--- src/rtl/sequence_player_pkg.sv ---
// sequence_player_pkg: shared colour types, segment depth and timer sizing helper
package sequence_player_pkg;
  typedef logic [1:0] colour_t;
  typedef enum logic [1:0] {RED, GREEN, BLUE, YELLOW} colour_e;
  localparam int NUM_SEGMENTS = 33;
  localparam int IDX_W = 6;
  function automatic int timer_width(input int a, input int b);
    int m;
    m = (a > b) ? a : b;
    return ($clog2(m) < 1) ? 1 : $clog2(m);
  endfunction
endpackage

--- src/rtl/sequence_player_if.sv ---
// sequence_player_if: game-side request and LED-side playback signals
interface sequence_player_if;
  import sequence_player_pkg::*;
  colour_t [NUM_SEGMENTS-1:0] segment;
  logic [IDX_W-1:0] seq_len;
  logic start;
  colour_t colour;
  logic led_on;
  logic [IDX_W-1:0] index;
  logic busy;
  logic done;
  modport master (output segment, seq_len, start, input colour, led_on, index, busy, done);
  modport slave (input segment, seq_len, start, output colour, led_on, index, busy, done);
endinterface

--- src/rtl/sequence_player_phase_timer.sv ---
// phase_timer: loadable down-counter that parks at zero and flags expiry
module phase_timer #(
  parameter int W = 2
) (
  input  logic         clk,
  input  logic         reset,
  input  logic         load,
  input  logic [W-1:0] load_val,
  output logic         expired
);
  logic [W-1:0] count;
  always_ff @(posedge clk)
    if (reset) count <= '0;
    else count <= load ? load_val : (count == '0) ? count : count - 1'b1;
  assign expired = (count == '0);
endmodule

--- src/rtl/sequence_player.sv ---
// sequence_player: plays segment[0..len-1] as ON/OFF-timed colours, then pulses done
module sequence_player
  import sequence_player_pkg::*;
#(
  parameter int ON_CYCLES = 50,
  parameter int OFF_CYCLES = 25
) (
  input logic clk,
  input logic reset,
  sequence_player_if.slave bus
);
  localparam int TW = timer_width(ON_CYCLES, OFF_CYCLES);
  localparam logic [TW-1:0] ON_LOAD = TW'(ON_CYCLES - 1);
  localparam logic [TW-1:0] OFF_LOAD = TW'(OFF_CYCLES - 1);
  localparam logic [IDX_W-1:0] MAX_LEN = IDX_W'(NUM_SEGMENTS);
  typedef enum logic [1:0] {IDLE, ON, OFF, FIN} play_state_t;
  play_state_t state, n_state;
  colour_t colour, n_colour;
  logic [IDX_W-1:0] index, n_index, len, n_len, len_in, next_index;
  logic led_on, n_led_on, busy, n_busy, done, n_done;
  logic load, expired;
  logic [TW-1:0] load_val;
  phase_timer #(.W(TW)) u_timer (
    .clk(clk), .reset(reset), .load(load), .load_val(load_val), .expired(expired)
  );
  assign len_in = (bus.seq_len > MAX_LEN) ? MAX_LEN : bus.seq_len;
  assign next_index = index + 1'b1;
  always_comb begin
    n_state = state;
    n_colour = colour;
    n_index = index;
    n_len = len;
    n_led_on = led_on;
    n_busy = busy;
    n_done = 1'b0;
    load = 1'b0;
    load_val = ON_LOAD;
    case (state)
      IDLE: if (bus.start) begin
        n_len = len_in;
        n_index = '0;
        n_busy = 1'b1;
        n_state = (len_in == '0) ? FIN : ON;
        n_done = (len_in == '0);
        n_led_on = (len_in != '0);
        n_colour = (len_in != '0) ? bus.segment[0] : '0;
        load = (len_in != '0);
      end
      ON: if (expired) begin
        n_state = OFF;
        n_led_on = 1'b0;
        n_colour = '0;
        load = 1'b1;
        load_val = OFF_LOAD;
      end
      OFF: if (expired) begin
        if (index == len - 1'b1) begin
          n_state = FIN;
          n_done = 1'b1;
        end else begin
          n_state = ON;
          n_index = next_index;
          n_colour = bus.segment[next_index];
          n_led_on = 1'b1;
          load = 1'b1;
        end
      end
      default: begin
        n_state = IDLE;
        n_busy = 1'b0;
      end
    endcase
  end
  always_ff @(posedge clk)
    if (reset) begin
      state <= IDLE;
      colour <= '0;
      index <= '0;
      len <= '0;
      led_on <= 1'b0;
      busy <= 1'b0;
      done <= 1'b0;
    end else begin
      state <= n_state;
      colour <= n_colour;
      index <= n_index;
      len <= n_len;
      led_on <= n_led_on;
      busy <= n_busy;
      done <= n_done;
    end
  assign bus.colour = colour;
  assign bus.led_on = led_on;
  assign bus.index = index;
  assign bus.busy = busy;
  assign bus.done = done;
endmodule

--- src/flat_wrapper.sv ---
// flat-port wrapper written by rule: the top's interface ports become plain ports
module sequence_player_flat import sequence_player_pkg::*;
#(
  parameter int ON_CYCLES = 50,
  parameter int OFF_CYCLES = 25
)
  (clk, reset, bus_segment, bus_seq_len, bus_start, bus_colour, bus_led_on, bus_index, bus_busy, bus_done);
  sequence_player_if bus_i ();
  input logic clk;
  input logic reset;
  input wire logic [$bits(bus_i.segment)-1:0] bus_segment;
  input wire logic [$bits(bus_i.seq_len)-1:0] bus_seq_len;
  input wire logic [$bits(bus_i.start)-1:0] bus_start;
  output wire logic [$bits(bus_i.colour)-1:0] bus_colour;
  output wire logic [$bits(bus_i.led_on)-1:0] bus_led_on;
  output wire logic [$bits(bus_i.index)-1:0] bus_index;
  output wire logic [$bits(bus_i.busy)-1:0] bus_busy;
  output wire logic [$bits(bus_i.done)-1:0] bus_done;
  assign bus_i.segment = bus_segment;
  assign bus_i.seq_len = bus_seq_len;
  assign bus_i.start = bus_start;
  assign bus_colour = bus_i.colour;
  assign bus_led_on = bus_i.led_on;
  assign bus_index = bus_i.index;
  assign bus_busy = bus_i.busy;
  assign bus_done = bus_i.done;
  sequence_player #(.ON_CYCLES(ON_CYCLES), .OFF_CYCLES(OFF_CYCLES)) u_core (.clk(clk), .reset(reset), .bus(bus_i));
endmodule
--- config.mk ---
export PLATFORM = sky130hd
export DESIGN_NAME = sequence_player_flat
export DESIGN_NICKNAME = d
export VERILOG_FILES = /design/src/rtl/sequence_player_pkg.sv /design/src/rtl/sequence_player_if.sv /design/src/rtl/sequence_player_phase_timer.sv /design/src/rtl/sequence_player.sv /design/src/flat_wrapper.sv
export SDC_FILE = /design/constraint.sdc
export NUM_CORES = 1
export LEC_CHECK = 0
export CAP_MARGIN = 20
export CORE_MARGIN = 2
export CORE_UTILIZATION = 40
export DETAILED_ROUTE_END_ITERATION = 16
export PLACE_DENSITY = 0.84
export SLEW_MARGIN = 20
export SYNTH_ARGS = -nofsm -noshare
export SYNTH_HDL_FRONTEND = slang
export SYNTH_SLANG_ARGS = --single-unit
--- constraint.sdc ---
create_clock -name clk -period 2.4 [get_ports clk]
set_clock_uncertainty 0.2 [all_clocks]
set_input_delay 0.72 -clock clk [delete_from_list [all_inputs] [get_ports clk]]
set_output_delay 0.72 -clock clk [all_outputs]
set_load 0.1 [all_outputs]
==> metrics <==
share of cells above drive strength 1 0.319; Fin. Hold Viols 0; ys flop type dfxtp_1; period utilisation layout 1.10; Final WS setup -0.232 ns; fraction of synthesized area in multiplexers 0.213; Initial Util 0.420; IO Port Bufs 85; Hold Startpoint u_core.len[5]; crit path DAT ~2.6 ns; synthesized instance count 233; CP startpoint kind flop; antenna violations before repair 0; # clock sinks 25; actual slew at the worst max-slew pin between 0.6 and 0.7 ns; FF-to-FF Start u_core.len[0]; number of global-route vias before repair ~2,600; grt total ovfl 0; CTS tree done; cell area power density ~770 nW/um^2; 1st-iter DRT viols approximately 250; first-pass GRT wire length between 10,000 and 15,000 um; largest area contributor in the netlist dfxtp_1; HPWL Detailed 5880 um; Max Freq 380 MHz; leakage ~1.4 nW; max_cap viols 0; Post-Synth XOR/XNOR Area 0.0441; residual DRC count 0; fin crit period between 2 and 3 ns; num ports 86; GRT Overall Usage 0.251; Ant. Diodes 0; kind of critical path reg2reg; Compound-Gate Fraction of Synth Area 0.218; unrepaired setup endpoints after global routing yes; Worst VDD drop a little over 500 uV; crit path from u_core.len[0]; routed via count ~2,400; Area Growth Syn to Fin 69.2%; routed len/inst 18.0 um; clock tree buffer depth 2; largest cells by area after synthesis dfxtp_1 23%, mux4_2 18%, ha_1 4.0%; Yosys cell types 55; FILL cells about 370; fraction of the mapped netlist area in simple logic gates 0.202; FP Rows 26; WP data required roughly 2.4 ns; H-tree depth reported by CTS 1; Crit path largest cell delay 0.53 ns; Slew Limit Fails 0; CTS Buf Count 3; Worst Setup End Kind flop; number of synthesized flops with an enable pin 0; syn_nets 315; Fin Hold WS 0.285 ns; Netlist Area Pre-Place approximately 2200 um^2; Async SR Flop Fraction 0; final setup fails 15; drt via density ~5.7; failing checks setup timing; CP cell instances or4_4 > or3_4 > a2111oi_4 > buf_4 > nand2_4 > a211oi_4 > mux2_4; nets ~440; Slew headroom 0.591; HP Class reg2reg; Die Span Y ~80 um; Post-Synth Adder-Cell Area 0.0400; WL final 7650 um; final setup TNS -2.33 ns; hold buffers post-CTS 0; Synth Area per Inst 9.39 um^2; RD Place Congestion 0.951; DIE AREA approximately 6000 um^2; Root Driver clkbuf_8; die width 77.9 um; Final ANT Viol Nets 0; slowest library cell on the worst path or4_4; First-pass DRT Iterations 4; largest net degree at the start of global routing 21; core area roughly 5200 um^2; Clock Pin Slew Worst Setup and Hold Paths roughly 0.10 ns; clock latency on the worst-skew pair around 0.28 ns; status complete, but fails checks; CP Max Fanout 6; synth warn 0; register area share after synthesis 0.229; main combinational cell family by area after synthesis compound AO/OA/AOI/OAI gates; Yosys reg bits 25; share of the synthesized area in the top cell type 0.229
-- where the power goes --
part           switching, mW  total, mW  leakage, nW  internal, mW
Combinational           1.05       1.97         1.19         0.919
Clock                  0.143      0.259       0.0255         0.116
Sequential            0.0980      0.609        0.210         0.511
-- per-layer routing --
metal  track usage  vias up  wire, um
met1         0.298     1186      2980
li1              -     1131         -
met5             0        -         0
met3        0.0337       27       303
met4        0.0614        0       237
met2         0.473       76      4130
-- repair_timing --
action                                  4_1_cts  5_1_grt
endpoints found under the setup margin       17       18
buffers inserted                              4        1
resized for setup                            12       16
endpoints found under the hold margin         0        0
pin swaps                                    12       18
-- kinds of logic after synthesis --
logic type	Yosys count
muxes	25
AOI/OAI and AO/OA	58
DFF	25
buffers and inverters	24
xor gates and xnor gates	11
and+or+nand+nor	83
adders and majority gates	7
-- flip-flops by register name (all words and copies together), names as in the netlist --
signal and flops:
u_core.bus.busy 1, u_core.len 6, u_core.bus.index 6, u_core.u_timer.count 6
u_core.bus.done 1, u_core.bus.colour 2, u_core.state 2, u_core.bus.led_on 1
-- path summary, 6_finish.rpt --
| path | slack, ns | to | cells after the start |
|---|---|---|---|
| setup / recovery | -0.23 | u_core.bus.index[0] | 7 |
| hold / removal | 0.29 | u_core.len[5] | 2 |
| setup reg to reg | -0.23 | u_core.bus.index[0] | 7 |
| hold reg to reg | 0.29 | u_core.len[5] | 2 |
-- cell usage in the layout, fill, tap and decap left out, types with 3 or more instances in the layout --
cell type,count
a21oi_1,11
a31oi_1,3
xnor2_1,8
nor2_1,23
dfxtp_4,4
dfxtp_1,18
nand2b_1,5
a22oi_1,4
buf_12,11
dfxtp_2,3
mux4_2,17
o21ai_0,4
ha_1,6
clkbuf_8,3
nor2b_1,4
xor2_1,3
a211oi_1,4
nor3b_1,4
mux2i_1,6
nand4_1,4
clkdlybuf4s50_1,70
inv_1,9
a21o_1,3
nand2_1,10
nand3_1,7
nor3_1,9
buf_4,45
-- through the flow --
stage	util	power, mW	instances	instance area, um^2	worst slack [ns]
after floorplan	-	1.71	233	2250	-0.183
after global placement	0.679	2.35	418	3530	-0.476
after CTS	0.699	2.72	423	3640	-0.271
after detailed placement	0.679	2.42	418	3530	-0.525
after global routing	0.711	3.01	424	3700	-0.299
final	0.711	2.84	424	3700	-0.232
-- area by class of cell --
cell class                 count  area [um^2]  area share
multi-input combinational    184         1700       0.458
tap                           70         87.6      0.0237
clock buffer                   3         41.3      0.0112
inverter                       9         33.8     0.00913
clock inverter                 1         5.00     0.00135
timing repair buffer         132         1320       0.356
sequential                    25          519       0.140
-- critical path: cells and delay by family, from the launching register on --
family	cells	cell delay (ns)
muxes	1	0.21
DFF	1	0.33
and+or+nand+nor	3	0.94
buffers and inverters	1	0.21
AOI/OAI and AO/OA	2	0.67
-- synth_stat cells, types with 5 or more instances --
| cell | count |
|---|---|
| nand2_1 | 10 |
| a211oi_1 | 5 |
| xnor2_1 | 8 |
| nand2b_1 | 5 |
| o21ai_0 | 5 |
| clkbuf_1 | 11 |
| dfxtp_1 | 25 |
| mux4_2 | 17 |
| nor2_1 | 23 |
| nand3_1 | 7 |
| inv_1 | 9 |
| nor3_1 | 10 |
| mux2i_1 | 6 |
| a21oi_1 | 12 |
| ha_1 | 7 |
Power figures use the tool's default switching activity.
